$ cat src/rtl/cache_ctrl_2way_pkg.sv
// Shared types, address-field geometry and helpers for the 2-way cache controller.
package cache_ctrl_2way_pkg;

    localparam int unsigned ADDR_W      = 16;
    localparam int unsigned TAG_W       = 5;
    localparam int unsigned IDX_W       = 8;
    localparam int unsigned OFF_W       = 3;
    localparam int unsigned TAG_LSB     = 11;
    localparam int unsigned IDX_LSB     = 3;
    localparam int unsigned WORDS       = 4;
    localparam int unsigned WCNT_W      = 2;
    localparam int unsigned MEM_LAT_DEF = 2;

    localparam logic [WCNT_W-1:0] LAST_WORD = WCNT_W'(WORDS - 1);

    typedef enum logic [2:0] {
        S_IDLE    = 3'd0,
        S_COMPARE = 3'd1,
        S_WB      = 3'd2,
        S_FILL    = 3'd3,
        S_RETRY   = 3'd4
    } state_t;

    function automatic logic [1:0] way_onehot(input logic way);
        return way ? 2'b10 : 2'b01;
    endfunction

    // Words are 16-bit, so word k sits at byte offset 2k.
    function automatic logic [OFF_W-1:0] word_offset(input logic [WCNT_W-1:0] k);
        return {k, 1'b0};
    endfunction

endpackage

$ cat src/rtl/cache_ctrl_2way_fill_tracker.sv
// Delay line pairing each accepted memory read issue with the cycle its data returns.
module cache_ctrl_2way_fill_tracker
    import cache_ctrl_2way_pkg::*;
#(
    parameter int unsigned MEM_LAT = MEM_LAT_DEF
) (
    input  logic              clk,
    input  logic              rst,
    input  logic              push,
    input  logic [WCNT_W-1:0] push_idx,
    output logic              ret_vld,
    output logic [WCNT_W-1:0] ret_idx
);

    logic [MEM_LAT-1:0]             vld_q, vld_d;
    logic [MEM_LAT-1:0][WCNT_W-1:0] idx_q, idx_d;

    always_comb begin
        vld_d    = vld_q;
        idx_d    = idx_q;
        vld_d[0] = push;
        idx_d[0] = push_idx;
        for (int unsigned i = 1; i < MEM_LAT; i++) begin
            vld_d[i] = vld_q[i-1];
            idx_d[i] = idx_q[i-1];
        end
    end

    always_ff @(posedge clk or posedge rst) begin
        if (rst) begin
            vld_q <= '0;
            idx_q <= '0;
        end else begin
            vld_q <= vld_d;
            idx_q <= idx_d;
        end
    end

    assign ret_vld = vld_q[MEM_LAT-1];
    assign ret_idx = idx_q[MEM_LAT-1];

endmodule

$ cat src/rtl/cache_ctrl_2way.sv
// Control FSM for the 2-way set-associative cache: hit/miss resolution,
// victim selection, dirty-line writeback and line fill from main memory.
module cache_ctrl_2way
    import cache_ctrl_2way_pkg::*;
#(
    parameter int unsigned MEM_LAT = MEM_LAT_DEF
) (
    input  logic              clk,
    input  logic              rst,
    input  logic              Rd,
    input  logic              Wr,
    input  logic [ADDR_W-1:0] Addr,
    input  logic              hit0,
    input  logic              hit1,
    input  logic              valid0,
    input  logic              valid1,
    input  logic              dirty0,
    input  logic              dirty1,
    input  logic [TAG_W-1:0]  tag0,
    input  logic [TAG_W-1:0]  tag1,
    input  logic              mem_stall,
    input  logic              victim_q,
    output logic              victim_we,
    output logic              victim_d,
    output logic [1:0]        way_en,
    output logic              cache_comp,
    output logic              cache_write,
    output logic [OFF_W-1:0]  cache_offset,
    output logic [ADDR_W-1:0] mem_addr,
    output logic              mem_rd,
    output logic              mem_wr,
    output logic              fill_sel,
    output logic              Done,
    output logic              Stall,
    output logic              CacheHit
);

    state_t            state_q, state_d;
    logic [WCNT_W-1:0] k_q, k_d;
    logic              issue_done_q, issue_done_d;
    logic              vsel_q, vsel_d;

    logic              fill_push;
    logic              fill_vld;
    logic [WCNT_W-1:0] fill_idx;

    logic [TAG_W-1:0]  req_tag;
    logic [IDX_W-1:0]  req_idx;
    logic [TAG_W-1:0]  wb_tag;
    logic              miss_vsel;
    logic              miss_wb;

    assign req_tag = Addr[TAG_LSB +: TAG_W];
    assign req_idx = Addr[IDX_LSB +: IDX_W];
    assign wb_tag  = vsel_q ? tag1 : tag0;

    // Prefer an empty way; only fall back to the round-robin victim when both are valid.
    assign miss_vsel = !valid0 ? 1'b0 : (!valid1 ? 1'b1 : victim_q);
    assign miss_wb   = miss_vsel ? (valid1 && dirty1) : (valid0 && dirty0);

    cache_ctrl_2way_fill_tracker #(
        .MEM_LAT (MEM_LAT)
    ) u_fill_tracker (
        .clk      (clk),
        .rst      (rst),
        .push     (fill_push),
        .push_idx (k_q),
        .ret_vld  (fill_vld),
        .ret_idx  (fill_idx)
    );

    always_comb begin
        state_d      = state_q;
        k_d          = k_q;
        issue_done_d = issue_done_q;
        vsel_d       = vsel_q;
        fill_push    = 1'b0;
        victim_we    = 1'b0;
        victim_d     = 1'b0;
        way_en       = 2'b00;
        cache_comp   = 1'b0;
        cache_write  = 1'b0;
        cache_offset = '0;
        mem_addr     = '0;
        mem_rd       = 1'b0;
        mem_wr       = 1'b0;
        fill_sel     = 1'b0;
        Done         = 1'b0;
        Stall        = 1'b1;
        CacheHit     = 1'b0;

        unique case (state_q)
            S_IDLE: begin
                Stall = 1'b0;
                if (Rd || Wr) begin
                    state_d = S_COMPARE;
                end
            end

            S_COMPARE: begin
                way_en       = 2'b11;
                cache_comp   = 1'b1;
                cache_write  = Wr;
                cache_offset = Addr[OFF_W-1:0];
                victim_we    = 1'b1;
                victim_d     = ~victim_q;
                if (hit0 || hit1) begin
                    Done     = 1'b1;
                    CacheHit = 1'b1;
                    Stall    = 1'b0;
                    state_d  = S_IDLE;
                end else begin
                    vsel_d       = miss_vsel;
                    k_d          = '0;
                    issue_done_d = 1'b0;
                    state_d      = miss_wb ? S_WB : S_FILL;
                end
            end

            S_WB: begin
                way_en       = way_onehot(vsel_q);
                cache_offset = word_offset(k_q);
                mem_wr       = 1'b1;
                mem_addr     = {wb_tag, req_idx, word_offset(k_q)};
                if (!mem_stall) begin
                    k_d = k_q + 2'd1;
                    if (k_q == LAST_WORD) begin
                        state_d = S_FILL;
                    end
                end
            end

            S_FILL: begin
                if (!issue_done_q) begin
                    mem_rd   = 1'b1;
                    mem_addr = {req_tag, req_idx, word_offset(k_q)};
                    if (!mem_stall) begin
                        fill_push = 1'b1;
                        k_d       = k_q + 2'd1;
                        if (k_q == LAST_WORD) begin
                            issue_done_d = 1'b1;
                        end
                    end
                end
                // Returning words land MEM_LAT cycles after their accepted issue.
                if (fill_vld) begin
                    cache_write  = 1'b1;
                    fill_sel     = 1'b1;
                    way_en       = way_onehot(vsel_q);
                    cache_offset = word_offset(fill_idx);
                    if (fill_idx == LAST_WORD) begin
                        state_d = S_RETRY;
                    end
                end
            end

            S_RETRY: begin
                way_en       = 2'b11;
                cache_comp   = 1'b1;
                cache_write  = Wr;
                cache_offset = Addr[OFF_W-1:0];
                Done         = 1'b1;
                Stall        = 1'b0;
                state_d      = S_IDLE;
            end

            default: begin
                state_d = S_IDLE;
            end
        endcase
    end

    always_ff @(posedge clk or posedge rst) begin
        if (rst) begin
            state_q      <= S_IDLE;
            k_q          <= '0;
            issue_done_q <= 1'b0;
            vsel_q       <= 1'b0;
        end else begin
            state_q      <= state_d;
            k_q          <= k_d;
            issue_done_q <= issue_done_d;
            vsel_q       <= vsel_d;
        end
    end

endmodule

$ cat config.mk
export PLATFORM = sky130hd
export DESIGN_NAME = cache_ctrl_2way
export DESIGN_NICKNAME = d
export VERILOG_FILES = /design/src/rtl/cache_ctrl_2way_pkg.sv /design/src/rtl/cache_ctrl_2way_fill_tracker.sv /design/src/rtl/cache_ctrl_2way.sv
export SDC_FILE = /design/constraint.sdc
export NUM_CORES = 1
export LEC_CHECK = 0
export ABC_AREA = 1
export CORE_MARGIN = 3
export CORE_UTILIZATION = 35
export DETAILED_ROUTE_END_ITERATION = 10
export PLACE_DENSITY = 0.87
export RECOVER_POWER = 50
export SYNTH_ARGS = -nofsm -noshare
export SYNTH_HDL_FRONTEND = slang
export SYNTH_SLANG_ARGS = --single-unit
export TNS_END_PERCENT = 20
$ cat constraint.sdc
create_clock -name clk -period 3.5 [get_ports clk]
set_input_delay 0.35 -clock clk [delete_from_list [all_inputs] [get_ports clk]]
set_output_delay 0.35 -clock clk [all_outputs]
set_load 0.03 [all_outputs]
* Yosys cells after proc, flatten, opt, wreduce, memory -nomap -nowiden
Index checks and enable logic that the tools add are counted.
W data, S select, Z words.
** Storage, ports and cells
- Bits of input ports :: 38
- Word-level logic and storage cells :: 81
- Output and inout port bits :: 31
- Bits in registers :: 13
** Cells by class
- $add $sub $neg :: 1
- Equality and inequality tests :: 13
- Reduce and logical (&&, ||, !) cells :: 13
- Bitwise logic cells :: 2
- Muxes and demuxes :: 45
** Operators by type and width (count)
- $pmux W16 S2 :: 1
- $mux W1 :: 22
- $mux W3 :: 6
- $mux W16 :: 1
- $mux W2 :: 6
- $ne A2 B2 Y1 const B :: 6
- $pmux W2 S3 :: 2
- $pmux W3 S4 :: 1
- $pmux W3 S3 :: 1
- $pmux W1 S2 :: 4
- $eq A3 B2 Y1 const B :: 2
- $mux W5 :: 1
- $reduce_and A5 Y1 :: 1
- $eq A2 B2 Y1 const B :: 2
- $reduce_and A2 Y1 :: 2
- $reduce_or A2 Y1 :: 2
- $eq A3 B1 Y1 const B :: 1
- $eq A3 B3 Y1 const B :: 1
- $logic_not A3 Y1 :: 1
- $reduce_and A3 Y1 :: 1
- $reduce_bool A3 Y1 :: 1
- $add A2 B1 Y2 const B :: 1
- $logic_and A1 B1 Y1 :: 2
- $logic_or A1 B1 Y1 :: 2
- other kinds (3) :: 4

* Longest topological paths before layout
Gate-level depths: netlist of run 1.
- Word-level depth :: 6
- Depth in mapped cells :: 7
- Gate-level depth less buffers :: 7

* Cells and area by module
A second synthesis of run 1 with hierarchy kept.
** Unflattened totals
- Cells, all modules :: 137
- Area total of the unflattened synthesis :: 944.7 sq um
** By module, submodules not included
- cache_ctrl_2way :: sequential area each 175.2 sq um, instances 1, area each 790.8 sq um, cells each 130
- cache_ctrl_2way_fill_tracker :: sequential area each 150.1 sq um, instances 1, area each 153.9 sq um, cells each 7

* Worst setup path after synthesis of run 1
No wires, ideal clock.
- Kind :: reg2out
- Start point :: reg state_q[2]
- End point :: out mem_addr[11]
- Cell stages (with the launch flop) :: 6
- Path buffers :: 0
- Setup slack :: 1.403 ns
- Data arrival time :: 1.747 ns
- Cell sequence :: dfrtp_1 > inv_2 > nand2_4 > nor2_4 > inv_2 > o21ai_0
** On the way
- Cells in the longest elaborated chain, start to end :: 2
** RTL lines
- start, declared :: RTL line cache_ctrl_2way.sv:38 : state_t state_q, state_d;
- start signal, assigned :: RTL line cache_ctrl_2way.sv:180 : state_q <= state_d;
- $eq A3 B2 Y1 :: RTL line cache_ctrl_2way.sv:92 : unique case (state_q)
- $pmux W16 S2 * :: RTL line cache_ctrl_2way.sv:92
- end, declared :: RTL line cache_ctrl_2way.sv:29 : output logic [ADDR_W-1:0] mem_addr,
Mark *: on every way between the ends. The rest lies on a longest branch, timed or not.

* Worst setup path in the final report of run 1
- Start point :: reg state_q[0]
- End point :: out mem_addr[2]
The elaborated chain is that of the path after synthesis.

==> results.md, run 1 <==
| Quantity | This run |
| --- | --- |
| Status | completed |
| Die Height | 59.0 um |
| Die width | 59.0 um |
| Shortest period the worst path allows | 2750 ps |
| Async SR Flop Fraction | 100% |
| Hold wc startpoint | u_fill_tracker.idx_d[3] |
| Power density normalized to cell area | 917 nW/um^2 |
| Root buf cell | sky130_fd_sc_hd__clkbuf_4 |
| Max Clk Rate | 364 MHz |
| I/O pin cnt | 69 |
| Slew Viols, Final | 0 |
| Fillers | 221 |
| Initial DRC Count | 40 |
| Largest fanout on the critical path | 10 |
| Hold violation count in the final report | 0 |
| Fraction of synthesized cell area taken by the top area cell type | 33.0% |
| Yosys warns | 0 |
| GRT Resource Usage Total | 18.1% |
| Worst path cell trace | nand2_2, nor2_1, inv_4, nor2_8, nor2_8, nor3_4, clkdlybuf4s50_1 |
| Most used standard cell by instance count after synthesis | sky130_fd_sc_hd__inv_1 |
| Floorplan Core Area | 2570 sq um |
| Main combinational cell family by area after synthesis | simple AND/OR/NAND/NOR gates |
| Distinct cell type count after synthesis | 28 |
| Total power consumption of the routed design | 1.56 mW |
| MaxCap Viol Count | 0 |
| Clock network latency to the later pin of the worst-skew pair | 280 ps |
| Longest individual stage delay on the worst path | 690 ps |
| Hold-fix buffer count after cts | 0 |
| TritonCTS buffer count | 3 |
| Xor/xnor cell area share of the yosys netlist | 0% |
| Worst Skew | 7.73 ps |
| Number of antenna violations at the first check in global routing | 0 |
| Setup crit end kind | primary output |
| Most used standard cells in the synthesized netlist | 25 x sky130_fd_sc_hd__inv_1, 20 x sky130_fd_sc_hd__nand2_1, 13 x sky130_fd_sc_hd__dfrtp_1 |
| TritonCTS clock tree | built |
| Area overhead of the layout relative to synthesis | 72.7% |
| Count of placed standard cells including taps | 227 |
| Ratio of routed vias to standard cells | 4.95 |
| Final setup violating endpoints | 0 |
| Buffer count from post-CTS setup fixing | 0 |
| Detail Route Antenna Nets | 0 |
| Required time of the critical path | 3150 ps |
| Path type of the worst min-delay path | reg -> reg |
| Estimated wirelength of the detail-placed design | 2590 um |
| Net Count, Synth | 171 |
| Adder-cell share of the synthesized area | 1.27% |
| Via count | 1143 |
| Average wire per cell in the routed design | 13.2 um |
| CTS max path bufs | 2 |
| Count of cells resized by post-cts repair | 0 |
| Critical Path AT | 2400 ps |
| Share of cells above drive strength 1 | 11.9% |
| Number of enable-type register cells in the synthesized netlist | 0 |
| Startpoint of the worst setup timing path | state_q[0] |
| Type of the worst setup path | reg -> out |
| PnR worst setup slack | 749 ps |
| Register bit count reported by yosys | 13 |
| Area fraction in and, or, nand and nor cells after synthesis | 36.7% |
| Area fraction in compound gates after synthesis | 11.4% |
| Routability-driven placement congestion ratio | 0.865 |
| Syn_area_per_cell | 7.46 sq um |
| Unrepaired setup endpoints after global routing | false |
| Starting utilization of the core area | 38.4% |
| Aggregate routed wire length | 3050 um |
| Via count of the first global-routing pass | 1117 |
| Overflow after GRT | 0 |
| Pin count of the biggest net entering global routing | 14 |
| Library cell contributing the largest single delay on the critical path | sky130_fd_sc_hd__clkdlybuf4s50_1 |
| Share of synthesized area occupied by flip-flops and latches | 33.0% |
| Multiplexer fraction of the synthesized cell area | 5.08% |
| Worst-case vdd ir drop | 617 uV |
| Netlist Area Pre-Place | 985 sq um |
| Static leakage | 0.777 nW |
| Top cells by area in the synthesized netlist | sky130_fd_sc_hd__dfrtp_1 33%, sky130_fd_sc_hd__inv_1 9.5%, sky130_fd_sc_hd__nand2_1 7.6% |
| Worst r2r src | state_q[0] |
| Part of the cycle the worst path needs | 78.6% |
| Reg area | 325 sq um |
| Wire length of the first global-routing pass | 4870 um |
| Post-route non-filler standard cell count | 231 |
| Setup slack after placement | 1070 ps |
| TritonCTS Sinks | 13 |
| Post-synthesis cell type with the largest combined area | sky130_fd_sc_hd__dfrtp_1 |
| CTS H-Tree Depth | 1 |
| Crit path launch type | flop |
| Primary FF master, synth | sky130_fd_sc_hd__dfrtp_1 |
| Area of the multi-input gates | 533 sq um |
| Number of instances in the synthesized netlist | 132 |
| DRC errors left | 0 |
| Smallest hold slack | 357 ps |
| Total Nets Final | 241 |
| Iteration count of the initial detailed-routing pass | 4 |
| Count of antenna diodes in the layout | 0 |
| Quantity of I/O buffers inserted on ports | 67 |
| Clock edge transition at the registers on the reported setup and hold paths | 80 ps |
| Cell row count | 18 |
| Library cell appearing most often on the critical path | sky130_fd_sc_hd__nor2_8 |
| Area enclosed by the die boundary | 3490 sq um |
| Setup tns final | 0 ps |
[sequential cells by signal (all words and copies together), names as in the netlist]
signal,count
state_q,3
k_q,2
u_fill_tracker.idx_d,2
u_fill_tracker.ret_idx,2
u_fill_tracker.vld_q,2
issue_done_q,1
vsel_q,1
[cell usage in the layout, fill, tap and decap left out, types with 2 or more instances in the layout]
cell type                         count
sky130_fd_sc_hd__inv_1               25
sky130_fd_sc_hd__clkbuf_4             3
sky130_fd_sc_hd__o211ai_1             2
sky130_fd_sc_hd__o21ai_0             12
sky130_fd_sc_hd__nand4_1              5
sky130_fd_sc_hd__mux2i_1              5
sky130_fd_sc_hd__clkdlybuf4s50_1     63
sky130_fd_sc_hd__o31ai_1              2
sky130_fd_sc_hd__inv_2                2
sky130_fd_sc_hd__dlygate4sd3_1        4
sky130_fd_sc_hd__dfrtp_1             13
sky130_fd_sc_hd__nand3_1              8
sky130_fd_sc_hd__nor2_8               2
sky130_fd_sc_hd__nor2_2               9
sky130_fd_sc_hd__nand2_1             20
sky130_fd_sc_hd__nor2_1              12
[worst max-delay path: cells and delay by family (launching register included)]
family                 cells  cell delay [ps]
buffers and inverters      2              800
DFF                        1              520
and+or+nand+nor            5              780
[stage by stage]
step	util, %	cell area [sq um]
finish	66.2	1700
global placement	65.5	1680
floorplan	-	985
CTS	66.5	1710
global route	66.2	1700
detailed placement	65.5	1680
[report_power, final]
group	switching, mW	internal (mW)	total [mW]	leakage [nW]
sequential	0.0794	0.208	0.287	0.167
clock	0.0486	0.0442	0.0928	0.0150
combinational	0.723	0.457	1.18	0.595
total	0.851	0.709	1.56	0.777
[per-layer routing]
metal	share of wire, %	global-route usage [%]
met5	0	0
met4	0.98	3.88
met3	11	3.92
met2	46	32.3
met1	42	22.1
[path summary, 6_finish.rpt]
path | to | slack (ps) | cells past startpoint
worst min register to register | u_fill_tracker.ret_idx[1] | 360 | 0
worst min-delay path | u_fill_tracker.ret_idx[1] | 360 | 0
min in group asynchronous | state_q[1] | 510 | 2
worst max register to register | state_q[0] | 1970 | 7
worst max-delay path | mem_addr[2] | 750 | 7
max in group asynchronous | u_fill_tracker.ret_idx[1] | 2650 | 2
[cell families after synthesis]
logic type	after synthesis
other	1
buffers and inverters	30
adder cells (fa/ha/maj)	1
flip-flops	13
AND/OR/NAND/NOR	63
AO/OA/AOI/OAI	19
multiplexers	5
[cell type report]
cell class / instances / share of cell area [%]
Clock buffer: 4 / 1.55
Timing Repair Buffer: 67 / 39.4
Multi-Input combinational cell: 89 / 31.3
Inverter: 28 / 6.33
Sequential cell: 13 / 19.1
Tap cell: 30 / 2.21
No activity file was read; power rests on OpenSTA's default activity.
==> inputs of run 2 (changes only) <==
- CORE_UTILIZATION: 35 -> 31
- PLACE_DENSITY: 0.87 -> 0.82
- clock period: 3.5 -> 2.45 ns (I/O delays scaled with it)
==> results.md, run 2 (synthesis gave the netlist of run 1 again) <==
| Quantity | This run | Change |
| --- | --- | --- |
| Status | completed |  |
| Cell depth of the worst setup path | 7 | unchanged |
| Count of antenna diodes in the layout | 0 | unchanged |
| Delay-heaviest family, CP | buffers and inverters |  |
| Library cell appearing most often on the critical path | sky130_fd_sc_hd__nor2_8 |  |
| Smallest hold slack | 347 ps | -10.6 ps |
| Share of cells above drive strength 1 | 12.4% | +0.50 points |
| Longest individual stage delay on the worst path | 670 ps | -20 ps |
| Part of the cycle the worst path needs | 95.1% |  |
| Pin count of the biggest net entering global routing | 14 | unchanged |
| Wire length of the first global-routing pass | 4910 um | +0.84% |
| CTS H-Tree Depth | 1 | unchanged |
| Unrepaired setup endpoints after global routing | false |  |
| Routability-driven placement congestion ratio | 0.763 | -12% |
| Register bank with the most flops | state_q |  |
| TritonCTS Sinks | 13 | unchanged |
| Clock network latency to the later pin of the worst-skew pair | 270 ps | about the same |
| Type of the worst setup path | reg -> out |  |
| TritonCTS clock tree | built |  |
| Area enclosed by the die boundary | 3890 sq um | +12% |
| R2R cell count | 6 | -1 |
| Via count | 1103 | -3.5% |
| Area overhead of the layout relative to synthesis | 78.0% |  |
| Cell row count | 19 | +1 |
| I/O pin cnt | 69 | unchanged |
| Fillers | 270 | +22% |
| Average wire per cell in the routed design | 12.1 um | -8.1% |
| Worst reg2reg endpoint | k_q[1] |  |
| Cell-internal power | 997 uW | +41% |
| Net switching power figure | 1.20 mW | +41% |
| Endpoint with the worst hold slack | u_fill_tracker.vld_q[1] |  |
| End-of-flow core utilization | 60.4% | -5.8 points |
| Most common library cell in the layout ignoring fill and taps | sky130_fd_sc_hd__clkdlybuf4s50_1 |  |
| Buffer count from post-CTS setup fixing | 0 | unchanged |
| Largest fanout on the critical path | 10 | unchanged |
| CTS max path bufs | 2 | unchanged |
| Critical Path AT | 2090 ps | -310 ps |
| MaxCap Viol Count | 0 | unchanged |
| Clock edge transition at the registers on the reported setup and hold paths | 80 ps | about the same |
| Shortest period the worst path allows | 2330 ps |  |
| Aggregate routed wire length | 2950 um | -3.3% |
| Static leakage | 0.977 nW | +26% |
| Worst Skew | 8.54 ps | +0.807 ps |
| Library cell contributing the largest single delay on the critical path | sky130_fd_sc_hd__clkdlybuf4s50_1 |  |
| Total power consumption of the routed design | 2.20 mW | +41% |
| Slew Viols, Final | 0 | unchanged |
| Starting utilization of the core area | 34.0% | -4.4 points |
| Initial DRC Count | 57 | +43% |
| DRC errors left | 0 | unchanged |
| Quantity of I/O buffers inserted on ports | 67 | unchanged |
| Max FFs per register | 3 | unchanged |
| Total Nets Final | 241 | unchanged |
| Commonest cells after routing, fill and taps aside | 51 x sky130_fd_sc_hd__clkdlybuf4s50_1, 25 x sky130_fd_sc_hd__inv_1, 20 x sky130_fd_sc_hd__nand2_1, 14 x sky130_fd_sc_hd__dlymetal6s2s_1 |  |
| Power density normalized to cell area | 1250 nW/um^2 | +37% |
| Path type of the worst min-delay path | reg -> reg |  |
| Worst hold path stage count | 0 | unchanged |
| Hold wc startpoint | u_fill_tracker.vld_q[0] |  |
| Estimated wirelength of the detail-placed design | 2450 um | -5.5% |
| Worst r2r src | state_q[2] |  |
| Switching share of total power | 54.7% | +0.091 points |
| Via count of the first global-routing pass | 1040 | -6.9% |
| Worst-case vdd ir drop | 548 uV | -11% |
| GRT Resource Usage Total | 15.4% | -2.7 points |
| Setup tns final | 0 ps | unchanged |
| Post-route non-filler standard cell count | 243 | +5.2% |
| Transition time of the tightest slew-check pin | 506 ps |  |
| Floorplan Core Area | 2900 sq um | +13% |
| Combinational Power Share | 75.8% | about the same |
| Number of antenna violations at the first check in global routing | 0 | unchanged |
| Overflow after GRT | 0 | unchanged |
| Required time of the critical path | 2200 ps | -950 ps |
| Worst path cell trace | nand2_2, nor2_4, inv_4, nor2_8, nor2_8, nor2_2, clkdlybuf4s50_1 |  |
| Ratio of routed vias to standard cells | 4.54 | -8.3% |
| Root buf cell | sky130_fd_sc_hd__clkbuf_4 |  |
| Detail Route Antenna Nets | 0 | unchanged |
| Hold violation count in the final report | 0 | unchanged |
| Die Height | 62.4 um | +5.6% |
| Count of placed standard cells including taps | 239 | +5.3% |
| Crit path launch type | flop |  |
| Final setup violating endpoints | 0 | unchanged |
| Die width | 62.4 um | +5.6% |
| Clock Power Share | 5.9% | about the same |
| Iteration count of the initial detailed-routing pass | 4 | unchanged |
| TritonCTS buffer count | 3 | unchanged |
| Setup slack on the worst flop-to-flop path | 1020 ps | -950 ps |
| Share of total power in sequential cells | 18.4% | about the same |
| Max Clk Rate | 429 MHz |  |
| Headroom to the max-slew limit | 66.3% |  |
| Buffers & Inverters on Critical Path | 2 | unchanged |
| Setup crit end kind | primary output |  |
-- run 2: changes by cell type in the layout (fill, tap and decap cells not counted), sizes merged --
cell,previous run,this run
dlygate4sd2,0,1
clkdlybuf4s50,63,51
dlygate4sd3,4,1
dlymetal6s2s,0,14
-- run 2: worst max path at each step --
stage / startpoint / end / slack [ps]
floorplan: state_q[2] / mem_addr[11] / 460
global placement: hit1 / Stall / 270
detailed placement: hit1 / Stall / 250
CTS: state_q[0] / mem_addr[2] / 2
global route: state_q[1] / mem_addr[1] / 2
finish: state_q[1] / mem_addr[1] / 120
-- run 2: cell type report --
| cell class | count | area (sq um) | share of cell area [%] |
|---|---|---|---|
| multi-input cells | 89 | 536 | 30.5 |
| inverters | 28 | 108 | 6.14 |
| flip-flops and latches | 13 | 327 | 18.6 |
| clock buffers | 4 | 26.3 | 1.50 |
| well taps | 42 | 52.6 | 3.00 |
| repair buffers | 67 | 704 | 40.2 |
-- run 2: per-stage QoR --
step                      worst slack [ps]  area, sq um
final                                  119         1750
after global routing                  1.70         1750
after CTS                             1.65         1720
after detailed placement               254         1700
after global placement                 266         1700
after floorplan                        458          985
-- run 2: power by group through the flow --
stage	logic, mW	registers, mW	clock network (mW)
floorplan	1.11	0.370	0
global placement	1.69	0.404	0
detailed placement	1.70	0.407	0
CTS	1.71	0.404	0.131
global route	1.79	0.423	0.147
finish	1.67	0.404	0.129
-- run 2: worst register-to-register path: stages, from the launching register on --
cell and delay [ps]:
sky130_fd_sc_hd__dfrtp_1 470, sky130_fd_sc_hd__inv_2 140, sky130_fd_sc_hd__nand3_1 220, sky130_fd_sc_hd__o21ai_0 220, sky130_fd_sc_hd__nand3_1 150, sky130_fd_sc_hd__nand2_1 80
sky130_fd_sc_hd__nand2_1 50
-- run 2: per-layer routing --
layer,GRT usage [%],share of wire [%],routed length (um),vias up
met5,0,0,0,-
met4,1.65,0.27,8,0
met3,4.14,10,301,2
met2,25.3,44,1300,58
met1,21.0,46,1340,483
li1,-,-,-,560
-- run 2: timing repair --
action | 4_1_cts | 5_1_grt
endpoints found under the hold margin | 0 | 0
endpoints found under the setup margin | 1 | 23
gates resized for setup | 1 | 15
hold buffers | 0 | 0
